$ cat src/rtl/decoder_pkg.sv
// Shared decoder definitions: FSM state encoding, active-low one-hot helper, enable decode.
// Latency: none (types and pure functions only).
// Backpressure: not applicable.
//
// Contents:
//   state_t        - ST_IDLE / ST_DIRECT / ST_SCAN encoding
//   onehot_n()     - ~(1 << addr) over MAX_OUT_N bits; callers slice to their own width
//   enable_decode() - three-input enable (two active-low, one active-high)
package decoder_pkg;

    // Widest address any decoder in this family supports.
    localparam int MAX_ADDR_W = 8;
    localparam int MAX_OUT_N  = 1 << MAX_ADDR_W;

    typedef enum logic [1:0] {
        ST_IDLE   = 2'd0,
        ST_DIRECT = 2'd1,
        ST_SCAN   = 2'd2
    } state_t;

    // Active-low one-hot: every bit high except bit 'addr'.
    function automatic logic [MAX_OUT_N-1:0] onehot_n(input logic [MAX_ADDR_W-1:0] addr);
        logic [MAX_OUT_N-1:0] v;
        v       = '1;
        v[addr] = 1'b0;
        return v;
    endfunction

    // Decoder is live only with en3 high and both active-low enables low.
    function automatic logic enable_decode(input logic en1_n, input logic en2_n, input logic en3);
        return en3 & ~en1_n & ~en2_n;
    endfunction

endpackage

$ cat src/rtl/decoder_scan_timer.sv
// Dwell timer: DWELL_W down-counter with load, flags the last cycle of a dwell period.
// Latency: load takes effect on the next edge; done is a decode of the count register.
// Backpressure: none; counts only while run is high, holds otherwise.
//
// Ports:
//   clk, rst_n - clock, async active-low reset (count clears to 0)
//   run        - count down while high; done is suppressed while low
//   load       - load load_val (takes priority over counting)
//   load_val   - dwell value to load
//   done       - high in the last cycle of the current dwell period
module scan_timer
#(
    parameter int DWELL_W = 8
) (
    input  logic               clk,
    input  logic               rst_n,
    input  logic               run,
    input  logic               load,
    input  logic [DWELL_W-1:0] load_val,
    output logic               done
);

    logic [DWELL_W-1:0] count;

    always_ff @(posedge clk or negedge rst_n) begin
        if (!rst_n) begin
            count <= '0;
        end else if (load) begin
            count <= load_val;
        end else if (run && (count != '0)) begin
            count <= count - DWELL_W'(1);
        end
    end

    // A loaded value of N gives N+1 cycles before done is seen.
    assign done = run && (count == '0);

endmodule

$ cat src/rtl/decoder_scan.sv
// N-to-2^N registered decoder with active-low one-hot outputs, direct and scan modes.
// Latency: 1 cycle from accept/advance to y_n; enable or mode change costs one all-ones cycle.
// Backpressure: addr_ready is a registered decode of the DIRECT state, never of addr_valid.
//
// Ports:
//   clk, rst_n          - clock, async active-low reset (outputs go all-ones at once)
//   en1_n, en2_n, en3   - enable gating; decoder live only for 0/0/1
//   mode                - 0 direct decode, 1 autonomous scan
//   addr_valid/addr     - direct-mode address handshake with addr_ready
//   dwell               - scan: each address held dwell+1 cycles (sampled at each load)
//   scan_last           - scan: highest address before returning to 0
//   y_n                 - active-low one-hot outputs, all-ones when nothing selected
//   cur_addr            - index of the low y_n bit, 0 when none
//   wrap                - one-cycle pulse on the first cycle of address 0 after scan_last
module decoder_scan
    import decoder_pkg::*;
#(
    parameter  int ADDR_W  = 3,
    parameter  int DWELL_W = 8,
    localparam int OUT_N   = 1 << ADDR_W
) (
    input  logic               clk,
    input  logic               rst_n,
    input  logic               en1_n,
    input  logic               en2_n,
    input  logic               en3,
    input  logic               mode,
    input  logic               addr_valid,
    input  logic [ADDR_W-1:0]  addr,
    output logic               addr_ready,
    input  logic [DWELL_W-1:0] dwell,
    input  logic [ADDR_W-1:0]  scan_last,
    output logic [OUT_N-1:0]   y_n,
    output logic [ADDR_W-1:0]  cur_addr,
    output logic               wrap
);

    state_t               state;
    logic                 enable;
    logic                 tmr_done;
    logic                 tmr_load;
    logic                 scan_to_zero;
    logic [ADDR_W-1:0]    scan_next;
    logic [ADDR_W-1:0]    load_addr;
    logic [MAX_OUT_N-1:0] onehot_full;
    logic [OUT_N-1:0]     load_y_n;

    assign enable = enable_decode(en1_n, en2_n, en3);

    // ">=" rather than "==" so a scan_last lowered below cur_addr mid-scan
    // still returns to 0 on the next advance.
    assign scan_to_zero = (cur_addr >= scan_last);
    assign scan_next    = scan_to_zero ? '0 : cur_addr + ADDR_W'(1);

    // Address that would be loaded this edge in the current state.
    always_comb begin
        load_addr = '0;
        case (state)
            ST_DIRECT: load_addr = addr;
            ST_SCAN:   load_addr = scan_next;
            default:   load_addr = '0;
        endcase
    end

    assign onehot_full = onehot_n(MAX_ADDR_W'(load_addr));
    assign load_y_n    = onehot_full[OUT_N-1:0];

    // The helper is sized for the widest decoder; the upper bits are dropped here.
    generate
        if (OUT_N < MAX_OUT_N) begin : g_hi
            logic unused_hi;
            assign unused_hi = &onehot_full[MAX_OUT_N-1:OUT_N];
        end
    endgenerate

    // Timer is reloaded on scan entry and on every advance.
    assign tmr_load = enable && mode &&
                      ((state == ST_IDLE) || ((state == ST_SCAN) && tmr_done));

    scan_timer #(
        .DWELL_W (DWELL_W)
    ) u_scan_timer (
        .clk      (clk),
        .rst_n    (rst_n),
        .run      (state == ST_SCAN),
        .load     (tmr_load),
        .load_val (dwell),
        .done     (tmr_done)
    );

    always_ff @(posedge clk or negedge rst_n) begin
        if (!rst_n) begin
            state      <= ST_IDLE;
            y_n        <= '1;
            cur_addr   <= '0;
            wrap       <= 1'b0;
            addr_ready <= 1'b0;
        end else begin
            wrap <= 1'b0;
            case (state)
                ST_IDLE: begin
                    if (enable) begin
                        if (mode) begin
                            state    <= ST_SCAN;
                            y_n      <= load_y_n;
                            cur_addr <= '0;
                        end else begin
                            // Outputs stay all-ones until the first accept.
                            state      <= ST_DIRECT;
                            addr_ready <= 1'b1;
                        end
                    end
                end
                ST_DIRECT: begin
                    if (!enable || mode) begin
                        // Break-before-make: one all-ones cycle in IDLE.
                        state      <= ST_IDLE;
                        y_n        <= '1;
                        cur_addr   <= '0;
                        addr_ready <= 1'b0;
                    end else if (addr_valid && addr_ready) begin
                        y_n      <= load_y_n;
                        cur_addr <= addr;
                    end
                end
                ST_SCAN: begin
                    if (!enable || !mode) begin
                        state      <= ST_IDLE;
                        y_n        <= '1;
                        cur_addr   <= '0;
                        addr_ready <= 1'b0;
                    end else if (tmr_done) begin
                        y_n      <= load_y_n;
                        cur_addr <= scan_next;
                        wrap     <= scan_to_zero;
                    end
                end
                default: begin
                    state      <= ST_IDLE;
                    y_n        <= '1;
                    cur_addr   <= '0;
                    addr_ready <= 1'b0;
                end
            endcase
        end
    end

endmodule

$ cat config.mk
export PLATFORM = sky130hd
export DESIGN_NAME = decoder_scan
export DESIGN_NICKNAME = d
export VERILOG_FILES = /design/src/rtl/decoder_pkg.sv /design/src/rtl/decoder_scan_timer.sv /design/src/rtl/decoder_scan.sv
export SDC_FILE = /design/constraint.sdc
export NUM_CORES = 1
export LEC_CHECK = 0
export ABC_AREA = 1
export BUFFER_PORTS_ARGS = -buffer_cell sky130_fd_sc_hd__buf_2
export CAP_MARGIN = 15
export CORE_UTILIZATION = 45
export DETAILED_ROUTE_END_ITERATION = 8
export PLACE_DENSITY = 0.69
export SYNTH_ARGS = -nofsm -noshare
export SYNTH_HDL_FRONTEND = slang
export SYNTH_HIERARCHICAL = 1
export SYNTH_SLANG_ARGS = --single-unit
$ cat constraint.sdc
create_clock -name clk -period 2 [get_ports clk]
set_clock_uncertainty 0.15 [all_clocks]
set_input_delay 0.1 -clock clk [delete_from_list [all_inputs] [get_ports clk]]
set_output_delay 0.1 -clock clk [all_outputs]
set_load 0.05 [all_outputs]
==> results_dict.tcl <==
set metrics [dict create \
    outcome "finished clean" \
    rsz0062_at_grt "true" \
    syn_avg_cell_area_um2 7.055 \
    chipHeight_um 66.22 \
    worst_slew_pin_slew_ns 0.5542 \
    path_cells "ha_4 -> nand2_2 -> inv_2 -> nand2_2 -> nand4_1 -> nand2_1 -> nand2_4 -> buf_6 -> nand3_2 -> o21ai_1 -> nand3_1 -> nand2_1 -> inv_1" \
    timing.critical_path.max_delay_family "simple AND/OR/NAND/NOR gates" \
    fp-row-count 22 \
    crit_required_ns 2.06 \
    setup-violations-final 0 \
    post_synth_instance_area_um2 1856 \
    fraction_of_layout_instances_using_a_drive_strength_above_1_pct 40.00 \
    setup.worst_path.class "register to register" \
    core_um2 3799 \
    gr-usage-met2_pct 38.27 \
    first_pass_grt_wire_length_mm 6.900 \
    worst_slew_margin_rel_pct 63.05 \
    report.final.hold_viol_count 0 \
    cts_tree "done" \
    post_synthesis_instance_total 263 \
    drt-pass1-iter-count 4 \
    p_total_mw 3.399 \
    ctsRootBufferMaster "clkbuf_8" \
    final_cycle_utilization_of_the_critical_path_pct 97.36 \
    ys_warn_count 6 \
    worst_hold_path_type "input pin to register" \
    cts.sinks 23 \
    critical_path.endpoint_type "register" \
    worst_path_max_delay_cell "dfrtp_2" \
    final_net_count 356 \
    global_route.peak_usage_layer "met2" \
    place.detailed.hpwl_mm 3.026 \
    grt_start_max_net_pins 24 \
    globalRouteTotalUtil_pct 20.34 \
    die_w_um 66.22 \
    critical_path_peak_fanout 5 \
    worstSkewPairLatency_ns 0.27 \
    detailroute.via_count 1888 \
    ant_nets 0 \
    critPathMaxStageDelay_ns 0.46 \
    fillCellCount 339 \
    ys_ff_latch 23 \
    area_growth_pct 36.48 \
    fp.dieArea_um2 4384 \
    max-vdd-ir-drop_v 0.0007580 \
    utilization_pct 66.67 \
    cts.htree.levels 1 \
    drc_errors 0 \
    synth.lib_cells_used.distinct 34 \
    final_wirelength_mm 4.519 \
    worst-endpoint-arrival_ns 2.00 \
    io_buffer_count 33 \
    p_per_area_nw_per_um2 1342 \
    io-pin-count 34 \
    route.detailed.vias_per_inst 5.062 \
    ys_seq_area_share_pct 31.56 \
    max_freq_ghz 0.5136 \
    power_leakage_nw 1.263 \
    insertedDiodeCount 0 \
    cts_buffers 3 \
    avgRoutedWirePerCell_um 12.12 \
    groute.layer.met1.usage_pct 23.59 \
    cts.clk_slew.worst_paths_ns 0.09 \
    grt_ovf 0 \
    maxSlewViolCount 0 \
    cp_num_buf_inv 3 \
    cap_viol_max_count 0 \
    met3_usage_pct 3.621 \
    initial_utilization_pct 48.85 \
    antenna_violations_before_repair 0 \
    first_global_vias 1691 \
    clock_path_buffers 2 \
    detail_route.iter0.violations 110 \
    synth.net_count 293 \
    worst_setup_path_start_kind "register" \
    final.min_clock_period_ns 1.947 \
    gp_routability_congestion 0.8696 \
]
==> Yosys cell counts (all sizes together) <==
master | n | area [um2]
o21ai | 18 | 116.4
nand2 | 85 | 356.6
nand3b | 1 | 20.02
xor2 | 1 | 8.760
dfstp | 8 | 210.2
dfrtp | 15 | 375.4
nand3 | 33 | 170.2
xnor2 | 1 | 8.760
or2 | 8 | 50.05
nor3 | 2 | 10.01
a21oi | 2 | 13.76
ha | 9 | 112.6
a22oi | 1 | 7.510
clkbuf | 2 | 7.510
clkinv | 1 | 5.000
buf | 6 | 47.54
inv | 36 | 135.1
nor2 | 16 | 86.33
a21boi | 1 | 7.510
nand4 | 15 | 93.84
and2 | 1 | 6.260
o22ai | 1 | 6.260
==> where the power goes <==
part / leakage (nW) / switching [mW] / internal (mW) / total, mW
Sequential: 0.274 / 0.108 / 0.693 / 0.801
Combinational: 0.966 / 1.47 / 0.828 / 2.30
Clock: 0.0228 / 0.158 / 0.142 / 0.300
==> placed cells by master, fill, tap and decap left out, types with 3 or more instances in the layout <==
master / synthesis / final
nand2_1: 74 / 71
nand2_4: 2 / 5
nor2_4: 0 / 3
buf_4: 2 / 20
nand3_1: 32 / 26
inv_4: 0 / 3
ha_4: 0 / 4
inv_1: 32 / 25
dfrtp_2: 0 / 3
nand3_2: 1 / 6
ha_2: 0 / 3
clkbuf_8: 0 / 3
dfstp_2: 8 / 8
nor2_2: 4 / 3
nor2_1: 11 / 9
dfrtp_1: 15 / 12
o21ai_2: 4 / 4
o21ai_0: 13 / 12
nand4_1: 15 / 15
buf_2: 2 / 33
or2_2: 3 / 3
nand2_2: 9 / 9
or2_1: 5 / 5
inv_2: 4 / 9
dlygate4sd3_1: 0 / 9
buf_6: 2 / 3
==> registers in the layout (all words and copies together), names as in the netlist <==
signal and count:
state 2, y_n 8, cur_addr 3, wrap 1, u_scan_timer/count 8, addr_ready 1
==> what timing repair did <==
| item | 4_1_cts | 5_1_grt |
|---|---|---|
| setup endpoints to repair | 14 | 17 |
| hold buffers | 9 | 0 |
| pin swaps | 0 | 18 |
| buffers inserted | 2 | 6 |
| endpoints found under the hold margin | 23 | 0 |
| gates resized for setup | 2 | 44 |
==> layout make-up <==
type	count	area, um2	share of cell area, %
inverter	37	146.4	5.781
tap	48	60.06	2.372
timing repair buffer	66	454.2	17.93
multi-input combinational	195	1237	48.86
clock buffer	4	45.04	1.779
sequential	23	589.3	23.27
==> cell families after synthesis <==
logic type	share of synthesized area (%)
XOR/XNOR	0.9442
AND/OR/NAND/NOR	42.75
AO/OA/AOI/OAI	8.159
buffers and inverters	10.52
adder cells (fa/ha/maj)	6.069
flip-flops	31.56
==> per-layer routing <==
metal	vias to the layer above	wire [um]	share of wire (%)
met5	-	0	0
met1	852	1948	43
met2	53	2327	51
met3	10	156	3.5
met4	0	86	1.9
li1	973	-	-
==> worst register-to-register path: stages (launching register included) <==
cell     delay, ns
dfrtp_2       0.46
ha_4          0.28
nand2_2       0.05
inv_2         0.04
nand2_2       0.07
nand4_1       0.12
nand2_1       0.10
nand2_4       0.12
buf_6         0.13
nand3_2       0.05
o21ai_1       0.13
nand3_1       0.09
nand2_1       0.07
inv_1         0.04
==> path summary, 6_finish.rpt <==
path / cells after the start / to / slack, ns / from
max: 13 / y_n[0] / 0.05 / cur_addr[1]
min: 5 / cur_addr[1] / 0.06 / addr[1]
max reg2reg: 13 / y_n[0] / 0.05 / cur_addr[1]
min reg2reg: 2 / addr_ready / 0.39 / addr_ready
max in group asynchronous: 2 / cur_addr[0] / 1.11 / rst_n
min in group asynchronous: 2 / wrap / 0.19 / rst_n
==> stage by stage <==
step | setup TNS, ns | setup WS, ns | area [um2] | hold WS [ns] | cells
floorplan | 0 | 0.008664 | 1859 | -0.3456 | 263
global placement | -0.01910 | -0.01910 | 2150 | -0.04275 | 352
detailed placement | -0.1230 | -0.05546 | 2150 | -0.03017 | 352
CTS | 0 | 0.0004985 | 2305 | 0.06008 | 367
global route | -0.2806 | -0.07357 | 2532 | 0.09361 | 373
finish | 0 | 0.05277 | 2532 | 0.05511 | 373
Power figures use the tool's default switching activity.
